## src/rtl/nn_pkg.sv

```systemverilog
// rtl/nn_pkg.sv - shared sample format and vector widths for the network and its controller
package nn_pkg;

    localparam int W    = 17;
    localparam int NIN  = 7;
    localparam int XW   = NIN * W;

    // s4i12f: sign, 4 integer bits, 12 fractional bits
    typedef logic signed [W-1:0] sample_t;

endpackage

```

## src/rtl/nn_valid_pipe.sv

```systemverilog
// rtl/nn_valid_pipe.sv - valid-tag shift register tracking samples through the network
module nn_valid_pipe #(
    parameter int LATENCY = 2
) (
    input  logic               clk,
    input  logic               rst,
    input  logic               en,
    input  logic               clr,
    input  logic               d,
    output logic [LATENCY-1:0] q
);

    logic [LATENCY-1:0] q_q;
    logic [LATENCY-1:0] q_d;

    always_comb begin
        q_d = q_q;
        if (clr) begin
            q_d = '0;
        end else if (en) begin
            q_d[0] = d;
            for (int i = 1; i < LATENCY; i++) begin
                q_d[i] = q_q[i-1];
            end
        end
    end

    always_ff @(posedge clk or posedge rst) begin
        if (rst) begin
            q_q <= '0;
        end else begin
            q_q <= q_d;
        end
    end

    assign q = q_q;

endmodule

```

## src/rtl/nn_ctrl.sv

```systemverilog
// rtl/nn_ctrl.sv - handshake/stall controller around a fixed-latency network
// NN_CTRL_STATS_EN adds a 32-bit delivered-sample counter on sample_cnt.
module nn_ctrl
    import nn_pkg::*;
#(
    parameter int LATENCY = 2,
    parameter int W       = nn_pkg::W
) (
    input  logic              clk,
    input  logic              rst,
    input  logic              in_valid,
    output logic              in_ready,
    input  logic [NIN*W-1:0]  in_x,
    input  logic              flush,
    output logic              net_ce,
    output logic [NIN*W-1:0]  net_x,
    input  logic [W-1:0]      net_y,
    output logic              out_valid,
    input  logic              out_ready,
    output logic [W-1:0]      out_y,
`ifdef NN_CTRL_STATS_EN
    output logic [31:0]       sample_cnt,
`endif
    output logic              busy
);

    logic [NIN*W-1:0] net_x_q, net_x_d;
    logic [W-1:0]     out_y_q, out_y_d;
    logic             out_valid_q, out_valid_d;
    logic             accept;
    // bit 0 marks the sample sitting in net_x; bit LATENCY marks a settled net_y
    logic [LATENCY:0] vld;

    assign net_ce   = !(out_valid_q && !out_ready) && !flush;
    assign in_ready = net_ce;
    assign accept   = in_valid && net_ce;

    nn_valid_pipe #(
        .LATENCY (LATENCY + 1)
    ) u_valid_pipe (
        .clk (clk),
        .rst (rst),
        .en  (net_ce),
        .clr (flush),
        .d   (accept),
        .q   (vld)
    );

    always_comb begin
        net_x_d     = net_x_q;
        out_y_d     = out_y_q;
        out_valid_d = out_valid_q;
        if (accept) begin
            net_x_d = in_x;
        end
        if (flush) begin
            out_valid_d = 1'b0;
        end else if (net_ce) begin
            out_valid_d = vld[LATENCY];
            if (vld[LATENCY]) begin
                out_y_d = net_y;
            end
        end
    end

    always_ff @(posedge clk or posedge rst) begin
        if (rst) begin
            net_x_q     <= '0;
            out_y_q     <= '0;
            out_valid_q <= 1'b0;
        end else begin
            net_x_q     <= net_x_d;
            out_y_q     <= out_y_d;
            out_valid_q <= out_valid_d;
        end
    end

`ifdef NN_CTRL_STATS_EN
    logic [31:0] sample_cnt_q, sample_cnt_d;

    // counts every delivered handshake; flush does not clear it
    always_comb begin
        sample_cnt_d = sample_cnt_q;
        if (out_valid_q && out_ready) begin
            sample_cnt_d = sample_cnt_q + 32'd1;
        end
    end

    always_ff @(posedge clk or posedge rst) begin
        if (rst) begin
            sample_cnt_q <= '0;
        end else begin
            sample_cnt_q <= sample_cnt_d;
        end
    end

    assign sample_cnt = sample_cnt_q;
`endif

    assign net_x     = net_x_q;
    assign out_y     = out_y_q;
    assign out_valid = out_valid_q;
    assign busy      = (|vld) || out_valid_q;

endmodule

```

## config.mk

```make
export PLATFORM = sky130hd
export DESIGN_NAME = nn_ctrl
export DESIGN_NICKNAME = d
export VERILOG_FILES = /design/src/rtl/nn_pkg.sv /design/src/rtl/nn_valid_pipe.sv /design/src/rtl/nn_ctrl.sv
export SDC_FILE = /design/constraint.sdc
export NUM_CORES = 1
export LEC_CHECK = 0
export CELL_PAD_IN_SITES_DETAIL_PLACEMENT = 1
export CELL_PAD_IN_SITES_GLOBAL_PLACEMENT = 1
export CORE_MARGIN = 2
export CORE_UTILIZATION = 33
export CTS_CLUSTER_DIAMETER = 60
export DETAILED_ROUTE_END_ITERATION = 6
export GPL_TIMING_DRIVEN = 0
export PLACE_DENSITY = 0.95
export SLEW_MARGIN = 10
export SYNTH_ARGS = -nofsm -noshare
export SYNTH_HDL_FRONTEND = slang
export SYNTH_SLANG_ARGS = --single-unit
```

## constraint.sdc

```tcl
create_clock -name clk -period 10.64 [get_ports clk]
set_input_delay 2.128 -clock clk [delete_from_list [all_inputs] [get_ports clk]]
set_output_delay 2.128 -clock clk [all_outputs]
set_load 0.05 [all_outputs]
```

==> metrics.md <==
| Metric | Value |
|---|---|
| Outcome | complete, no violations |
| DRT Pass-1 Iters | 3 |
| Horiz. Die Dim | around 130 microns |
| Static Leak | around 3.7 nW |
| Final GP Congestion | approximately 0.74 |
| Largest family of logic cells by synthesized area | multiplexers |
| P&R area growth vs syn | 70.17% |
| Pint | around 1.3 mW |
| CTS clk-pin slew, worst paths | around 60 ps |
| Syn_area_per_cell | between 15 and 20 sq um |
| Vias in the first global route | 4344 |
| WL per Instance | slightly below 20 microns |
| RSZ-0062 raised after global routing | no |
| Largest net degree at the start of global routing | 74 |
| HPWL reported at the end of detailed placement | around 13000 microns |
| Fmax | around 170 MHz |
| Pre-CTS setup slack | between 4000 and 5000 ps |
| Setup TNS | 0 ps |
| Final Max Tran Viols | 0 |
| First-pass GRT wire length | roughly 24000 microns |
| Num ports | 281 |
| GR Overflow Total | 0 |
| WL met2 | 9173 microns |
| Crit path time final | 5994 ps |
| Seq pwr share | about a third |
| Number of setup violations in the final report | 0 |
| Clock power share | between 30% and 40% |
| Setup slack of the most critical reg-to-reg path | roughly 8800 ps |
| Worst slew pin tran | approximately 630 ps |
| Compound-gate portion of the synthesized area | 0% |
| Worst r2r dst | out_y[2]$_DFFE_PP0P_ |
| Vias per std cell | around 4.6 |
| Switching part of the total | between 30% and 40% |
| Hold Path Origin | net_x[3]$_DFFE_PP0P_ |
| Yosys reg bits | 140 |
| Final worst slack | ~4600 ps |
| Simple-gate share of the synthesized area | 1.271% |
| Finished Layout Cells | 835 |
| Ratio of final minimum period to clock period | around 56% |
| Hold_buf cts | 0 |
| DRT iter0 DRCs | between 70 and 80 |
| Hold Path Stages | 1 |
| Initial antenna violation count | 0 |
| Yosys cell types | 12 |
| Reg2Reg Depth | 5 |
| Post-CTS sizing | 0 |
| Die area | approximately 17000 sq um |
| CTS sink cnt | 140 |
| Most common cell after layout, fill and taps aside | clkdlybuf4s50_1 |
| Combinational share of power | about a third |
| Residual DRC count | 0 |
| H-tree depth | 4 |
| Max Cap Violations | 0 |
| Mux share of post-synthesis cell area | 29.39% |
| Headroom to the max-slew limit | between 50% and 60% |
| Peak VDD IR | between 100 and 150 uV |
| Critical Path AT | slightly below 4000 ps |
| Detailed-route via count | ~3.8k |
| Startpoint Class | input port |
| Post-CTS setup repair buffer count | 0 |
| Hold endpoint | net_x[3]$_DFFE_PP0P_ |
| RR Startpoint | out_valid$_DFFE_PP0P_ |
| NumNets Final | around 750 |
| CTS tree | done |
| Ratio of cells with drive above 1 in the final layout | a little under a third |
| Layout Skew | 8.483 ps |
| Switching power | 0.6985 mW |
| FP Rows | 46 |
| PD cells | roughly 220 nW/um^2 |
| CTS Buffer Depth | 2 |
| Synth Warn # | 0 |
| Chip height | 130.9 microns |
| Sequential share of the synthesized area | between 60% and 70% |
| Post-Synth XOR/XNOR Area | 0% |
| Filler cell count | roughly 1.5k |
| Most frequent cells in the layout | clkdlybuf4s50_1, dfrtp_1, mux2_2, clkbuf_16, buf_6 |
| Antenna cells | 0 |
| GRT Total Usage | between 10% and 20% |
| Crit. End Element | output port |
| Mapped Cells | roughly 310 |
| Mapped Nets | between 400 and 500 |
| DRT met1 WL | 5623 microns |
| Max FO, Critical Path | 7 |
| Clk root buf | clkbuf_16 |
| Clock Latency Late Sink | around 420 ps |
| Routed wl met3 | approximately 1200 microns |
| Crit Path Category | input port to output port |
| Placed Cells incl. Taps | about 800 |
| Core Box Area | around 16000 sq um |
| Mapped Area | between 5000 and 6000 sq um |
| Adder-Cell Fraction of Synth Area | 0% |
| Top routing layer in use | met4 |
| Detail Route Antenna Nets | 0 |
| CTS Buf Count | 17 |
| Hold Crit Class | flip-flop to flip-flop |
| Final Hold Fails | 0 |
| I/O Buffers | ~280 |
| Final WL | 16470 microns |
| Worst EP required | 8510 ps |
| Starting Density | approximately a third |
-- cells in the mapped netlist, drive strengths merged --
| cell type | instances | share of area (%) |
|---|---|---|
| mux2i | 3 | 0.57 |
| or4 | 1 | 0.14 |
| mux2 | 136 | 29 |
| nor2 | 6 | 0.42 |
| inv | 1 | 0.071 |
| nor2b | 1 | 0.12 |
| nor3b | 2 | 0.59 |
| dfrtp | 140 | 66 |
| buf | 17 | 3.3 |
-- sequential cells by signal, indices dropped and copies added, names as in the netlist --
signal / flops
out_y: 17
u_valid_pipe.q: 3
net_x: 119
out_valid: 1
-- power groups by stage --
stage,registers [mW],clock network [mW],logic (mW)
after global placement,0.669,0,0.665
after global routing,0.681,0.668,0.702
after detailed placement,0.679,0,0.681
final,0.669,0.634,0.678
after CTS,0.671,0.649,0.685
after floorplan,0.975,0,0.107
-- worst max path at each step --
| stage | from | endpoint | slack, ps | cells after the start |
|---|---|---|---|---|
| final | out_ready | net_ce | 4650 | 6 |
| after global routing | out_ready | net_ce | 4600 | 6 |
| after CTS | out_ready | net_ce | 4630 | 6 |
| after detailed placement | out_ready | net_ce | 4630 | 6 |
| after global placement | rst | net_x[61]$_DFFE_PP0P_ | 3140 | 2 |
| after floorplan | rst | net_x[0]$_DFFE_PP0P_ | 4760 | 1 |
-- kinds of logic (layout without fill, tap and decap cells) --
| kind of cell | Yosys count | after routing |
|---|---|---|
| simple gates | 10 | 10 |
| flops | 140 | 140 |
| buf+inv | 18 | 330 |
| mux | 139 | 139 |
-- layer usage --
metal,vias up,global-route usage [%]
met4,0,8.761
met1,1939,18.99
met3,35,6.474
li1,1682,-
met2,174,36.43
met5,-,0
-- through the flow --
| step | utilization, % | hold slack, ps | power (mW) | cell area [sq um] |
|---|---|---|---|---|
| global route | 57.13 | 522.8 | 2.051 | 9042 |
| CTS | 57.13 | 508.7 | 2.006 | 9042 |
| finish | 57.13 | 503.6 | 1.982 | 9042 |
| floorplan | - | 500.1 | 1.083 | 5314 |
| detailed placement | 53.13 | 494.7 | 1.360 | 8409 |
| global placement | 52.92 | 489.1 | 1.334 | 8377 |
-- cell type report --
| class | count | area [sq um] | share of cell area, % |
|---|---|---|---|
| clock inverter | 12 | 186.4 | 2.062 |
| tap | 216 | 270.3 | 2.989 |
| clock buffer | 20 | 446.7 | 4.940 |
| multi-input combinational | 149 | 1629 | 18.02 |
| inverter | 1 | 8.758 | 0.09686 |
| buffer | 17 | 177.7 | 1.965 |
| sequential | 140 | 3503 | 38.74 |
| timing repair buffer | 280 | 2820 | 31.19 |
-- worst max-delay path, stage by stage --
cell and delay, ps:
clkdlybuf4s50_1 460, nor2b_1 60, buf_6 140, nor2_1 160, buf_4 130, clkdlybuf4s50_1 780
Note: power is estimated with default switching activity, not from simulation.
